`src/rtl/button_counter_multi_if.sv`:
```
// Board-side signal bundle for button_counter_multi: raw push-buttons in,
// counter value, wrap pulse and seven-segment drive out.
interface button_counter_multi_if #(
  parameter int NUM_SEGMENTS = 4
);
  logic                          BTNU;
  logic                          BTND;
  logic                          BTNC;
  logic [4*NUM_SEGMENTS-1:0]     digits;
  logic                          wrap;
  logic [NUM_SEGMENTS-1:0]       anode;
  logic [6:0]                    cathode;

  modport master (
    output BTNU, BTND, BTNC,
    input  digits, wrap, anode, cathode
  );

  modport slave (
    input  BTNU, BTND, BTNC,
    output digits, wrap, anode, cathode
  );
endinterface

```
`src/rtl/button_counter_multi.sv`:
```
// Multi-digit HEX/BCD up/down counter driven by three debounced buttons with
// hold-to-auto-repeat, shown on a multiplexed seven-segment display.

// Multiplexed seven-segment driver: one digit lit at a time, active-low
// anodes and cathodes (cathode bit order g..a).
module seven_seg_controller #(
  parameter int NUM_SEGMENTS = 4,
  parameter int CLK_PER      = 10,
  parameter int REFR_RATE    = 1000
) (
  input  logic                      clk,
  input  logic                      rst,
  input  logic [4*NUM_SEGMENTS-1:0] encoded,
  output logic [NUM_SEGMENTS-1:0]   anode,
  output logic [6:0]                cathode
);
  localparam int TICKS_RAW = 1_000_000_000 / (CLK_PER * REFR_RATE * NUM_SEGMENTS);
  localparam int TICKS     = (TICKS_RAW < 1) ? 1 : TICKS_RAW;
  localparam int TW        = $clog2(TICKS + 1);
  localparam int SW        = (NUM_SEGMENTS > 1) ? $clog2(NUM_SEGMENTS) : 1;

  logic [TW-1:0] refresh_q, refresh_d;
  logic [SW-1:0] sel_q, sel_d;
  logic [3:0]    nib;

  function automatic logic [6:0] seg_decode(input logic [3:0] n);
    case (n)
      4'h0: return 7'b1000000;  4'h1: return 7'b1111001;
      4'h2: return 7'b0100100;  4'h3: return 7'b0110000;
      4'h4: return 7'b0011001;  4'h5: return 7'b0010010;
      4'h6: return 7'b0000010;  4'h7: return 7'b1111000;
      4'h8: return 7'b0000000;  4'h9: return 7'b0010000;
      4'hA: return 7'b0001000;  4'hB: return 7'b0000011;
      4'hC: return 7'b1000110;  4'hD: return 7'b0100001;
      4'hE: return 7'b0000110;  default: return 7'b0001110;
    endcase
  endfunction

  // Refresh timer steps the digit select once per digit slot.
  always_comb begin
    refresh_d = refresh_q + 1'b1;
    sel_d     = sel_q;
    if (refresh_q == TW'(TICKS - 1)) begin
      refresh_d = '0;
      sel_d     = (sel_q == SW'(NUM_SEGMENTS - 1)) ? '0 : sel_q + 1'b1;
    end
  end

  // Select the active digit's nibble and drive its anode low.
  always_comb begin
    nib   = 4'h0;
    anode = '1;
    for (int i = 0; i < NUM_SEGMENTS; i++) begin
      if (sel_q == SW'(i)) begin
        nib      = encoded[4*i +: 4];
        anode[i] = 1'b0;
      end
    end
    cathode = seg_decode(nib);
  end

  // Refresh state registers.
  always_ff @(posedge clk or posedge rst) begin
    if (rst) begin
      refresh_q <= '0;
      sel_q     <= '0;
    end else begin
      refresh_q <= refresh_d;
      sel_q     <= sel_d;
    end
  end
endmodule

module button_counter_multi #(
  parameter string MODE            = "HEX",
  parameter int    NUM_SEGMENTS    = 4,
  parameter int    CLK_PER         = 10,
  parameter int    REFR_RATE       = 1000,
  parameter int    DEBOUNCE_CYCLES = 256,
  parameter int    REPEAT_DELAY    = 50_000_000,
  parameter int    REPEAT_PERIOD   = 10_000_000
) (
  input  logic                   clk,
  input  logic                   rst,
  button_counter_multi_if.slave  io
);
  localparam int             DW      = 4 * NUM_SEGMENTS;
  localparam logic [3:0]     MAXD    = (MODE == "DEC") ? 4'd9 : 4'hF;
  localparam int             DCW     = $clog2(DEBOUNCE_CYCLES + 1);
  localparam logic [DCW-1:0] DB_LAST = DCW'(DEBOUNCE_CYCLES - 1);
  localparam int             HW      = $clog2(REPEAT_DELAY + REPEAT_PERIOD + 1);
  localparam logic [HW-1:0]  RD      = HW'(REPEAT_DELAY);
  localparam logic [HW-1:0]  RD1     = HW'(REPEAT_DELAY + 1);
  localparam logic [HW-1:0]  RDP     = HW'(REPEAT_DELAY + REPEAT_PERIOD);
  localparam bit             REP_EN  = (REPEAT_DELAY != 0);

  // Button index: 0 = up, 1 = down, 2 = clear.
  logic [2:0]     btn_raw;
  logic           rst_meta_q, rst_meta_d, rst_sync_q, rst_sync_d;
  logic [2:0]     sync1_q, sync1_d, sync2_q, sync2_d;
  logic [2:0]     deb_q, deb_d, deb_dly_q, deb_dly_d;
  logic [DCW-1:0] dcnt_q [3];
  logic [DCW-1:0] dcnt_d [3];
  logic [HW-1:0]  hold_q [2];
  logic [HW-1:0]  hold_d [2];
  logic [2:0]     press;
  logic [1:0]     rep;
  logic           ev_up, ev_dn, ev_clr;
  logic [DW-1:0]  digits_q, digits_d;
  logic           wrap_q, wrap_d;
  logic [NUM_SEGMENTS-1:0] anode_w;
  logic [6:0]     cathode_w;

  assign btn_raw = {io.BTNC, io.BTND, io.BTNU};

  // Ripple increment; returns {carry_out, result}.
  function automatic logic [DW:0] incr(input logic [DW-1:0] v);
    logic [DW-1:0] r;
    logic          c;
    r = v;
    c = 1'b1;
    for (int i = 0; i < NUM_SEGMENTS; i++) begin
      if (c) begin
        if (v[4*i +: 4] >= MAXD) r[4*i +: 4] = 4'h0;
        else begin
          r[4*i +: 4] = v[4*i +: 4] + 4'h1;
          c = 1'b0;
        end
      end
    end
    return {c, r};
  endfunction

  // Ripple decrement; returns {borrow_out, result}.
  function automatic logic [DW:0] decr(input logic [DW-1:0] v);
    logic [DW-1:0] r;
    logic          b;
    r = v;
    b = 1'b1;
    for (int i = 0; i < NUM_SEGMENTS; i++) begin
      if (b) begin
        if (v[4*i +: 4] == 4'h0) r[4*i +: 4] = MAXD;
        else begin
          r[4*i +: 4] = v[4*i +: 4] - 4'h1;
          b = 1'b0;
        end
      end
    end
    return {b, r};
  endfunction

  // Reset release is synchronised; assertion stays asynchronous.
  always_comb begin
    rst_meta_d = 1'b0;
    rst_sync_d = rst_meta_q;
  end

  // Synchroniser release registers.
  always_ff @(posedge clk or posedge rst) begin
    if (rst) begin
      rst_meta_q <= 1'b1;
      rst_sync_q <= 1'b1;
    end else begin
      rst_meta_q <= rst_meta_d;
      rst_sync_q <= rst_sync_d;
    end
  end

  // Per-button synchroniser, debouncer and press edge detector.
  always_comb begin
    sync1_d   = btn_raw;
    sync2_d   = sync1_q;
    deb_d     = deb_q;
    deb_dly_d = deb_q;
    press     = deb_q & ~deb_dly_q;
    for (int i = 0; i < 3; i++) begin
      dcnt_d[i] = '0;
      if (sync2_q[i] != deb_q[i]) begin
        if (dcnt_q[i] == DB_LAST) deb_d[i] = ~deb_q[i];
        else                      dcnt_d[i] = dcnt_q[i] + 1'b1;
      end
    end
  end

  // Hold counters for up/down; after the first repeat they cycle back so a
  // pulse fires every REPEAT_PERIOD cycles.
  always_comb begin
    rep = 2'b00;
    for (int j = 0; j < 2; j++) begin
      hold_d[j] = '0;
      if (REP_EN && deb_q[j]) begin
        rep[j]    = (hold_q[j] == RD) || (hold_q[j] == RDP);
        hold_d[j] = (hold_q[j] == RDP) ? RD1 : hold_q[j] + 1'b1;
      end
    end
  end

  // Event resolution: clear, then up/down cancel, then up, then down.
  always_comb begin
    ev_up    = press[0] | rep[0];
    ev_dn    = press[1] | rep[1];
    ev_clr   = press[2];
    digits_d = digits_q;
    wrap_d   = 1'b0;
    if (ev_clr)              digits_d = '0;
    else if (ev_up && ev_dn) digits_d = digits_q;
    else if (ev_up)          {wrap_d, digits_d} = incr(digits_q);
    else if (ev_dn)          {wrap_d, digits_d} = decr(digits_q);
  end

  // Front-end and counter state registers.
  always_ff @(posedge clk or posedge rst_sync_q) begin
    if (rst_sync_q) begin
      sync1_q   <= '0;
      sync2_q   <= '0;
      deb_q     <= '0;
      deb_dly_q <= '0;
      for (int i = 0; i < 3; i++) dcnt_q[i] <= '0;
      for (int j = 0; j < 2; j++) hold_q[j] <= '0;
      digits_q  <= '0;
      wrap_q    <= 1'b0;
    end else begin
      sync1_q   <= sync1_d;
      sync2_q   <= sync2_d;
      deb_q     <= deb_d;
      deb_dly_q <= deb_dly_d;
      for (int i = 0; i < 3; i++) dcnt_q[i] <= dcnt_d[i];
      for (int j = 0; j < 2; j++) hold_q[j] <= hold_d[j];
      digits_q  <= digits_d;
      wrap_q    <= wrap_d;
    end
  end

  seven_seg_controller #(
    .NUM_SEGMENTS (NUM_SEGMENTS),
    .CLK_PER      (CLK_PER),
    .REFR_RATE    (REFR_RATE)
  ) u_disp (
    .clk     (clk),
    .rst     (rst_sync_q),
    .encoded (digits_q),
    .anode   (anode_w),
    .cathode (cathode_w)
  );

  assign io.digits  = digits_q;
  assign io.wrap    = wrap_q;
  assign io.anode   = anode_w;
  assign io.cathode = cathode_w;
endmodule

```
`src/flat_wrapper.sv`:
```
// flat-port wrapper written by rule: the top's interface ports become plain ports
module button_counter_multi_flat 
#(
  parameter string MODE            = "   ",
  parameter int    NUM_SEGMENTS    = 4,
  parameter int    CLK_PER         = 10,
  parameter int    REFR_RATE       = 1000,
  parameter int    DEBOUNCE_CYCLES = 256,
  parameter int    REPEAT_DELAY    = 50_000_000,
  parameter int    REPEAT_PERIOD   = 10_000_000
)
  (clk, rst, io_BTNU, io_BTND, io_BTNC, io_digits, io_wrap, io_anode, io_cathode);
  button_counter_multi_if #(.NUM_SEGMENTS(NUM_SEGMENTS)) io_i ();
  input  logic clk;
  input  logic rst;
  input wire logic [$bits(io_i.BTNU)-1:0] io_BTNU;
  input wire logic [$bits(io_i.BTND)-1:0] io_BTND;
  input wire logic [$bits(io_i.BTNC)-1:0] io_BTNC;
  output wire logic [$bits(io_i.digits)-1:0] io_digits;
  output wire logic [$bits(io_i.wrap)-1:0] io_wrap;
  output wire logic [$bits(io_i.anode)-1:0] io_anode;
  output wire logic [$bits(io_i.cathode)-1:0] io_cathode;
  assign io_i.BTNU = io_BTNU;
  assign io_i.BTND = io_BTND;
  assign io_i.BTNC = io_BTNC;
  assign io_digits = io_i.digits;
  assign io_wrap = io_i.wrap;
  assign io_anode = io_i.anode;
  assign io_cathode = io_i.cathode;
  button_counter_multi #(.MODE(MODE), .NUM_SEGMENTS(NUM_SEGMENTS), .CLK_PER(CLK_PER), .REFR_RATE(REFR_RATE), .DEBOUNCE_CYCLES(DEBOUNCE_CYCLES), .REPEAT_DELAY(REPEAT_DELAY), .REPEAT_PERIOD(REPEAT_PERIOD)) u_core (.clk(clk), .rst(rst), .io(io_i));
endmodule
```
`config.mk`:
```
export PLATFORM = sky130hd
export DESIGN_NAME = button_counter_multi_flat
export DESIGN_NICKNAME = d
export VERILOG_FILES = /design/src/rtl/button_counter_multi_if.sv /design/src/rtl/button_counter_multi.sv /design/src/flat_wrapper.sv
export SDC_FILE = /design/constraint.sdc
export NUM_CORES = 1
export LEC_CHECK = 0
export ABC_AREA = 1
export CAP_MARGIN = 10
export CORE_MARGIN = 3
export CORE_UTILIZATION = 67
export DETAILED_ROUTE_END_ITERATION = 16
export GPL_ROUTABILITY_DRIVEN = 0
export PLACE_DENSITY = 0.83
export SETUP_SLACK_MARGIN = 0.2
export SYNTH_ARGS = -nofsm -noshare
export SYNTH_HDL_FRONTEND = slang
export SYNTH_SLANG_ARGS = --single-unit
```
`constraint.sdc`:
```
create_clock -name clk -period 8.9 [get_ports clk]
set_input_delay 1.335 -clock clk [delete_from_list [all_inputs] [get_ports clk]]
set_output_delay 1.335 -clock clk [all_outputs]
set_load 0.005 [all_outputs]
```
**Word level (Yosys, flattened, before mapping)**

Memory sizes are Yosys's and may differ from the RTL's.
Cells that the tools add are included.

- Equality and inequality tests: 18
- Bitwise gates (word level): 7
- Order comparisons: 4
- Muxes and demuxes: 79
- Reduce and logical (&&, ||, !) cells: 19
- $add $sub $neg: 15

Operator list:

| cell | count |
|---|---|
| 26-bit == test (second input constant) | 4 |
| 26-bit 2-to-1 mux | 4 |
| 4-bit 2-to-1 mux | 18 |
| 16-bit 2-to-1 mux | 4 |
| 9-bit 2-to-1 mux | 6 |
| 26-bit by 1-bit adder with 26-bit output (second input constant) | 2 |
| 1-bit 2-to-1 mux | 45 |
| 9-bit by 1-bit adder with 9-bit output (second input constant) | 3 |
| 9-bit by 8-bit == test with 1-bit output (second input constant) | 3 |
| 4-bit by 1-bit adder with 4-bit output (second input constant) | 4 |
| 4-bit greater-or-equal comparator (second input constant) | 4 |
| 4-bit zero test | 4 |
| 4-bit by 1-bit subtractor with 4-bit output (second input constant) | 4 |
| 15-bit by 1-bit adder with 15-bit output (second input constant) | 1 |
| 15-bit == test (second input constant) | 1 |
| 15-bit 2-to-1 mux | 1 |
| 4-bit AND reduction | 3 |
| 3-bit nonzero test | 4 |
| 3-bit by 2-bit inequality test with 1-bit output (second input constant) | 3 |
| 2-bit AND reduction | 4 |
| 2-bit == test (second input constant) | 2 |
| 3-bit bitwise AND | 1 |
| 1-bit inequality test | 3 |
| 1-bit NOT | 3 |
| other kinds (9) | 11 |

- Input bits: 5
- Register bits after elaboration: 127
- Memories: 1
- Bits in read-only memories: 112
- Output and inout bits: 28
- Logic and storage cells: 163

Memories:

| name | depth | bits a word | read ports | clocked after memory_dff | write ports | RTL line | source |
|---|---|---|---|---|---|---|---|
| (name not given) | 16 | 7 | 1 | 0 | 0 | button_counter_multi.sv:27 | `case (n)` |

**Logic depth before layout (Yosys ltp)**

Gate-level depths: netlist of run 1.

- Word-level depth: 23
- Mapped depth: 16
- Gate-level depth less buffers: 16

**Modules after synthesis**

From an unflattened synthesis of run 1, not the netlist that was laid out.

- Cells, all modules: 1,141
- Area, all modules: 8,201.6 um^2

By module, submodules not included:

| module | times used | cells an instance | seq. area each (um^2) | area each (um^2) |
|---|---|---|---|---|
| button_counter_multi | 1 | 929 | 2,755.1 | 6,754.0 |
| seven_seg_controller | 1 | 212 | 425.4 | 1,447.6 |

**Worst setup path before layout of run 1**

Ideal clock, no wire load.

- Path kind: register to output
- From: reg u_core.u_disp.sel_q[0]
- To: out io_cathode[1]
- Stages on the path, launching flop included: 13
- Slack: 5.528 ns
- Data required time: 7.565 ns
- Arrival time: 2.037 ns
- Path buffers: 0
- Cells stage by stage: dfrtp_1 > inv_1 > ha_1 > inv_1 > o21ai_0 > o211ai_1 > a22oi_1 > inv_1 > ha_1 > inv_1 > nor2_1 > inv_1 > o21ai_0

- Longest elaborated chain between the ends: 6
- Elaborated cells on any way between the ends: 9
- Classes of those cells: eq/ne (3); mux (4); reduce/logical (1); memory (1)

Ends and longest elaborated chain:

| item | RTL line | source |
|---|---|---|
| start: declaration | button_counter_multi.sv:23 | `logic [SW-1:0] sel_q, sel_d;` |
| start signal: assignment | button_counter_multi.sv:69 | `sel_q <= sel_d;` |
| 2-bit zero test | button_counter_multi.sv:54 | `if (sel_q == SW'(i)) begin` |
| 4-bit 2-to-1 mux (3 in a row) | button_counter_multi.sv:54 |  |
| 4-bit 2-to-1 mux (*) | button_counter_multi.sv:54 |  |
| memory read 16 x 7 bit (*) | - |  |
| end: declaration | flat_wrapper.sv:22 | `output wire logic [$bits(io_i.cathode)-1:0] io_cathode;` |

Every way passes the cells marked *; elsewhere a longest branch is shown, timed or not.

**Worst setup path in the final report of run 1**

Same ends and word-level chain as after synthesis.

==> qor.yml, run 1 <==
dp_worst_setup_slack_ns: 4.77
cp_top_family: "buffers and inverters"
highest_ir_drop_seen_on_vdd_v: 0.000156
post_synth_mux_area_share: 0
yosys_warnings: 0
grt_pass1_vias: 6881
die_x_um: 116
clock_tree.htree_level_count: 4
flow.area_growth_from_synthesis_pct: 12.6
clockBufferDepth: 2
power_per_cell_area_nw_per_um2: 144
power.leakage_nw: 4.24
ys_ff_latch: 127
cts_root_buf: "sky130_fd_sc_hd__clkbuf_16"
worstPathRequired_ns: 7.57
initial_core_util: 0.697
max_slew_margin: 0.458
placementRows: 39
chipHeight_um: 116
final_hold_viol_count: 0
numCtsBuffers: 17
crit_path_cell_trace: "inv_1 > ha_1 > inv_1 > o21ai_0 > o211ai_1 > a22oi_1 > inv_1 > ha_1 > inv_1 > nor2_1 > inv_1 > o21ai_0 > clkdlybuf4s50_1"
layout-drive-gt1-share: 0.0995
achievable-frequency_ghz: 0.218
buffer_ports.inserted: 32
cp-start-kind: "flop"
setup_ws_final_ns: 4.32
grt_max_degree: 67
hold_buffers: 0
endpoint_kind: "primary output"
worst_clock_skew_ns: 0.00696
floorplan.core_area_um2: 11600
clock_tree_from_tritoncts: "yes"
die-area_um2: 13400
cpMaxStageDelayCell: "sky130_fd_sc_hd__clkdlybuf4s50_1"
grt_setup_unrepaired: "false"
remaining_drc_errors: 0
wire_length_of_the_first_global_routing_pass_um: 31300
totalWireLength_um: 18300
yosys.cell_types.count: 43
post_synth.cell_area_avg_um2: 7.32
worst-slew-pin-transition_ns: 0.814
timing_max_transition_violations_final: 0
num-fill-cells: 845
result_of_the_run: "completed"
drt-vias-per-instance: 5.61
drt-pass1-iter-count: 5
max-cap-violations: 0
yosys.area_share.xor_xnor: 0.0346
synthAdderAreaFrac: 0.0448
critPathArrivalTime_ns: 3.25
synth_simple_gate_area_frac: 0.366
dp_hpwl_um: 12900
total_routing_resource_utilization_after_global_routing: 0.291
period_share: 0.515
final_net_count: 1177
synth.net_count: 1140
ant_cells: 0
wl_per_cell_um: 14.1
clock_latency_ns: 0.42
crit_buf_inv: 6
route.vias.total: 7286
final_util: 0.785
globalRoute.totalOverflow: 0
cts_post_setup_buffers_inserted: 0
critical_path_peak_fanout: 6
io_pins: 33
synth.yosys.seq_area_share: 0.393
drtIter0Drc: 827
layout_min_cycle_time_ns: 4.58
most_used_cell_along_the_critical_path: "sky130_fd_sc_hd__inv_1"
synth-compound-area-share: 0.0743
combinational_family_with_the_most_area_after_synthesis: "simple AND/OR/NAND/NOR gates"
ant_nets: 0
cts_repair_resize_count: 0
clock_sink_count: 127
setup_total_negative_slack_ns: 0
clk_pin_slew_worst_paths_ns: 0.06
grt_antenna_before_repair: 0
timing.setup.critical_path_class: "flop to primary output"
post_synth_instance_area_um2: 8100
critical-path-max-stage-delay_ns: 0.52
final-setup-viol-count: 0
worst_hold_path_type: "flop to flop"
netlist_instances: 1106
report_power, final:
part	switching (mW)	total [mW]	leakage (nW)	internal, mW
combinational	0.0164	0.0224	2.21	0.00604
sequential	0.00343	0.587	1.74	0.583
clock	0.281	0.702	0.288	0.422
stage by stage:
step	power (mW)	cell area (um^2)	hold WS, ns	std cells
2_1_floorplan	0.612	8100	0.331	1106
3_3_place_gp	0.619	8520	0.334	1267
3_5_place_dp	0.620	8520	0.344	1267
4_1_cts	1.32	9120	0.352	1299
5_1_grt	1.35	9120	0.362	1299
6_report	1.31	9120	0.351	1299
layer usage:
metal,vias to the layer above,wire length [um],GRT usage
met4,0,414,0.111
met2,257,8650,0.469
met5,-,0,0
li1,3607,-,-
met1,3383,8070,0.378
met3,39,1170,0.0783
cell usage after synthesis, drive strengths merged:
| master | instances | share of area |
|---|---|---|
| xnor2 | 11 | 0.012 |
| a21oi | 48 | 0.030 |
| nand3 | 99 | 0.068 |
| nand2 | 265 | 0.14 |
| dfrtp | 125 | 0.39 |
| ha | 29 | 0.045 |
| o21a | 1 | 0.00093 |
| inv | 163 | 0.076 |
| conb | 1 | 0.00046 |
| nor4 | 15 | 0.012 |
| nand4 | 17 | 0.013 |
| nor3 | 30 | 0.026 |
| a221oi | 1 | 0.0011 |
| xor2 | 21 | 0.023 |
| a22oi | 2 | 0.0025 |
| dfstp | 2 | 0.0065 |
| nor2 | 177 | 0.091 |
| o211ai | 4 | 0.0037 |
| or2 | 10 | 0.0077 |
| a31oi | 5 | 0.0039 |
| nor3b | 12 | 0.011 |
| o21ai | 51 | 0.032 |
| or3 | 1 | 0.00077 |
| buf | 10 | 0.0090 |
| clkbuf | 5 | 0.0023 |
| o221ai | 1 | 0.0011 |
sequential cells by signal, indices dropped and copies added, names as in the netlist:
| register | cells |
|---|---|
| u_core.io.digits | 16 |
| u_core.io.wrap | 1 |
| u_core.u_disp.refresh_q | 15 |
| u_core.sync1_q | 3 |
| u_core.rst_meta_q | 1 |
| u_core.rst_sync_q | 1 |
| u_core.hold_q | 52 |
| u_core.deb_dly_d | 3 |
| u_core.deb_dly_q | 3 |
| u_core.dcnt_q | 27 |
| u_core.u_disp.sel_q | 2 |
| u_core.sync2_q | 3 |
placed cells by master (no fill, tap or decap), types with 6 or more instances in the layout:
cell and count:
sky130_fd_sc_hd__or2_2 8, sky130_fd_sc_hd__xor2_1 21, sky130_fd_sc_hd__a21oi_1 48, sky130_fd_sc_hd__nand2_2 18, sky130_fd_sc_hd__nor3_1 23, sky130_fd_sc_hd__dfrtp_1 125
sky130_fd_sc_hd__nor2_4 6, sky130_fd_sc_hd__nor4_1 15, sky130_fd_sc_hd__nor2_2 11, sky130_fd_sc_hd__nor3b_1 12, sky130_fd_sc_hd__nand4_1 17, sky130_fd_sc_hd__clkdlybuf4s50_1 32
sky130_fd_sc_hd__nand3_1 91, sky130_fd_sc_hd__xnor2_1 11, sky130_fd_sc_hd__nor2_1 160, sky130_fd_sc_hd__nand2_4 9, sky130_fd_sc_hd__o21ai_0 48, sky130_fd_sc_hd__inv_2 10
sky130_fd_sc_hd__inv_1 151, sky130_fd_sc_hd__ha_1 29, sky130_fd_sc_hd__clkbuf_16 17, sky130_fd_sc_hd__nand2_1 238, sky130_fd_sc_hd__nand3_2 6
layout make-up:
type / instances / area [um^2] / share of cell area
inverter: 163 / 617 / 0.0676
timing repair buffer: 33 / 328 / 0.0359
multi-input combinational: 801 / 4210 / 0.462
clock inverter: 15 / 176 / 0.0193
clock buffer: 17 / 425 / 0.0467
tap: 143 / 179 / 0.0196
sequential: 127 / 3180 / 0.349
cell families after synthesis:
logic type / count (synthesis)
adders and majority gates: 29
other: 1
buffers and inverters: 178
DFF: 127
xor gates and xnor gates: 32
and+or+nand+nor: 626
AOI/OAI and AO/OA: 113
path summary, 6_finish.rpt:
path	startpoint	endpoint	slack (ns)	depth (start not counted)
worst min register to register	u_core.sync1_q[2]$_DFF_PP0_	u_core.sync2_q[2]$_DFF_PP0_	0.35	0
worst max-delay path	u_core.u_disp.sel_q[0]$_DFFE_PP0N_	io_cathode[1]	4.32	13
max in group asynchronous	u_core.rst_sync_q$_DFF_PP1_	u_core.dcnt_q[23]$_DFF_PP0_	7.22	2
min in group asynchronous	u_core.rst_sync_q$_DFF_PP1_	u_core.u_disp.refresh_q[8]$_DFF_PP0_	0.39	1
worst max register to register	u_core.deb_dly_d[0]$_DFFE_PP0P_	u_core.io.digits[11]$_DFFE_PP0P_	6.37	8
worst min-delay path	u_core.sync1_q[2]$_DFF_PP0_	u_core.sync2_q[2]$_DFF_PP0_	0.35	0
(Power assumes the default switching activity.)
==> run 2, diff against run 1 <==
--- a/config.mk
+++ b/config.mk
@@ -8,10 +8,10 @@
 export ABC_AREA = 1
 export CAP_MARGIN = 10
 export CORE_MARGIN = 3
-export CORE_UTILIZATION = 67
+export CORE_UTILIZATION = 56
 export DETAILED_ROUTE_END_ITERATION = 16
 export GPL_ROUTABILITY_DRIVEN = 0
-export PLACE_DENSITY = 0.83
+export PLACE_DENSITY = 0.73
 export SETUP_SLACK_MARGIN = 0.2
 export SYNTH_ARGS = -nofsm -noshare
 export SYNTH_HDL_FRONTEND = slang
==> constraint.sdc (replaced) <==
create_clock -name clk -period 4.2 [get_ports clk]
set_input_delay 0.63 -clock clk [delete_from_list [all_inputs] [get_ports clk]]
set_output_delay 0.63 -clock clk [all_outputs]
set_load 0.005 [all_outputs]
==> run 2 against run 1 <==
  * Sequential power is 110% higher
  * Die area is 19% higher
  * Final cell count is 3.0% higher
  * Clock skew is 0.0050 ns higher
  * Register-to-register slack worse by 4.6 ns
  * Global-route usage is 5.6 points lower
  * Largest cell class unchanged
==> qor.yml, run 2 (synthesis gave the netlist of run 1 again) <==
result_of_the_run: "completed"
remaining_drc_errors: 0  # unchanged
clock_sink_count: 127  # unchanged
clockBufferDepth: 2  # unchanged
clock_latency_ns: 0.43  # about the same
period_share: 0.880
max_slew_margin: 0.383  # -0.0744
power.leakage_nw: 4.25  # +0.35%
cp-start-kind: "flop"
netSwitchingFraction: 0.220  # -0.00912
regMostFlops: "u_core.hold_q"
die-area_um2: 15900  # +19%
worst_hold_path_type: "flop to asynchronous set/reset pin"
layout_min_cycle_time_ns: 3.69
crit-reg2reg-capture: "u_core.io.digits[10]$_DFFE_PP0P_"
combinationalPowerShare: 0.017  # about the same
flow.area_growth_from_synthesis_pct: 13.5
r2r_cell_count: 7  # -1
total_routing_resource_utilization_after_global_routing: 0.235  # -0.0559
setup_total_negative_slack_ns: 0  # unchanged
grt_setup_unrepaired: "false"
grt_use_met1: 0.326  # -0.0514
layout_common_cells: "sky130_fd_sc_hd__nand2_1 (238), sky130_fd_sc_hd__nor2_1 (160), sky130_fd_sc_hd__inv_1 (151), sky130_fd_sc_hd__dfrtp_1 (125), sky130_fd_sc_hd__nand3_1 (91)"
grt_antenna_before_repair: 0  # unchanged
initial_core_util: 0.579  # -0.118
globalRoute.totalOverflow: 0  # unchanged
worst_clock_skew_ns: 0.0120  # +0.00500 ns
cts_repair_resize_count: 0  # unchanged
worst-slew-pin-transition_ns: 0.922  # +0.108 ns
num-fill-cells: 1234  # +46%
clockPowerShare: 0.541  # +0.005
io_pins: 33  # unchanged
floorplan.core_area_um2: 14000  # +20%
numCtsBuffers: 17  # unchanged
clock_tree_from_tritoncts: "yes"
critical_path_peak_fanout: 6  # unchanged
placementRows: 43  # +10%
clk_pin_slew_worst_paths_ns: 0.06  # about the same
clock_tree.htree_level_count: 4  # unchanged
layout_commonest_cell: "sky130_fd_sc_hd__nand2_1"
grt_busiest_layer: "met2"
timing.setup.critical_path_class: "flop to primary output"
final_util: 0.657  # -0.128
ant_nets: 0  # unchanged
grt_util_met3: 0.0505  # -0.0279
hold_ws_ns: 0.241  # -0.110 ns
endpoint_kind: "primary output"
switchingPower_mw: 0.618  # +110%
setup.reg_to_reg.worst_slack_ns: 1.80  # -4.57 ns
layout-drive-gt1-share: 0.101  # +0.00156
ant_cells: 0  # unchanged
timing.rr.start: "u_core.deb_dly_d[2]$_DFFE_PP0P_"
achievable-frequency_ghz: 0.271
final-setup-viol-count: 0  # unchanged
wl_per_cell_um: 13.2  # -6.0%
chipHeight_um: 126  # +8.9%
totalWireLength_um: 17700  # -3.2%
drt-pass1-iter-count: 5  # unchanged
buffer_ports.inserted: 32  # unchanged
max-cap-violations: 0  # unchanged
placedCellCount: 1306  # +3.1%
grt_use_met2: 0.368  # -0.100
highest_ir_drop_seen_on_vdd_v: 0.000283  # +82%
wire_length_of_the_first_global_routing_pass_um: 30900  # -1.2%
worstPathRequired_ns: 3.57  # -4.00 ns
hold_buffers: 0  # unchanged
timing_max_transition_violations_final: 0  # unchanged
grt_pass1_vias: 6633  # -3.6%
internal_power_mw: 2.19  # +120%
drtIter0Drc: 769  # -7.0%
critPathArrivalTime_ns: 3.06  # -0.19 ns
largest_register_ffs: 52  # unchanged
final-instance-count-excl-fill: 1338  # +3.0%
cts_root_buf: "sky130_fd_sc_hd__clkbuf_16"
pwr-share-seq: 0.442  # -0.005
area_taken_by_multi_input_logic_gates_um2: 4220  # +0.12%
route.vias.total: 7059  # -3.1%
power_per_cell_area_nw_per_um2: 306  # +110%
final_net_count: 1179  # +0.17%
seqCellArea_um2: 3180  # unchanged
grt_max_degree: 56  # -16%
drt-vias-per-instance: 5.28  # -5.9%
cts_post_setup_buffers_inserted: 0  # unchanged
final_hold_viol_count: 0  # unchanged
die_x_um: 126  # +8.9%
dp_hpwl_um: 12800  # -0.91%
run 2: changes by cell type in the layout (fill, tap and decap cells not counted), sizes merged:
| cell | previous run | this run |
|---|---|---|
| buf | 1 | 3 |
| bufinv | 2 | 3 |
| clkbuf | 17 | 18 |
| clkinv | 3 | 5 |
| clkinvlp | 3 | 2 |
| inv | 170 | 167 |
run 2: layout make-up:
type	instances	area share
timing repair buffer	35	0.0373
multi-input combinational	801	0.459
clock buffer	18	0.0467
inverter	163	0.0671
tap	180	0.0245
sequential	127	0.346
clock inverter	14	0.0199
run 2: per-stage QoR:
stage | cell area [um^2] | setup slack (ns) | total power [mW]
3_5_place_dp | 8580 | 0.787 | 1.31
3_3_place_gp | 8580 | 0.827 | 1.31
5_1_grt | 9200 | 0.258 | 2.91
4_1_cts | 9190 | 0.322 | 2.84
2_1_floorplan | 8100 | 0.539 | 1.30
6_report | 9200 | 0.505 | 2.81
run 2: power groups by stage:
stage	clock [mW]	sequential [mW]	combinational, mW
floorplan	0	1.26	0.0344
global placement	0	1.26	0.0488
detailed placement	0	1.26	0.0498
CTS	1.55	1.24	0.0499
global route	1.61	1.24	0.0569
finish	1.52	1.24	0.0468
run 2: how the worst max path moves through the flow:
stage,start,end,depth (start not counted)
after floorplan,u_core.rst_sync_q$_DFF_PP1_,u_core.dcnt_q[0]$_DFF_PP0_,1
after global placement,u_core.u_disp.sel_q[0]$_DFFE_PP0N_,io_cathode[1],13
after detailed placement,u_core.u_disp.sel_q[0]$_DFFE_PP0N_,io_cathode[1],13
after CTS,u_core.u_disp.sel_q[0]$_DFFE_PP0N_,io_cathode[1],13
after global routing,u_core.u_disp.sel_q[0]$_DFFE_PP0N_,io_cathode[0],14
final,u_core.u_disp.sel_q[0]$_DFFE_PP0N_,io_cathode[1],13
run 2: layer usage:
layer / part of all wire / up-vias
li1: - / 3619
met5: 0 / -
met3: 0.054 / 32
met4: 0.018 / 0
met1: 0.47 / 3221
met2: 0.46 / 187
run 2: worst max-delay path, stage by stage (launching register included):
cell	delay [ns]
sky130_fd_sc_hd__dfrtp_1	0.40
sky130_fd_sc_hd__inv_1	0.13
sky130_fd_sc_hd__ha_1	0.18
sky130_fd_sc_hd__inv_1	0.07
sky130_fd_sc_hd__o21ai_0	0.17
sky130_fd_sc_hd__o211ai_1	0.14
sky130_fd_sc_hd__a22oi_2	0.28
sky130_fd_sc_hd__inv_1	0.14
sky130_fd_sc_hd__ha_1	0.29
sky130_fd_sc_hd__inv_1	0.04
sky130_fd_sc_hd__nor2_1	0.09
sky130_fd_sc_hd__inv_1	0.07
sky130_fd_sc_hd__o21ai_0	0.14
sky130_fd_sc_hd__clkdlybuf4s50_1	0.52
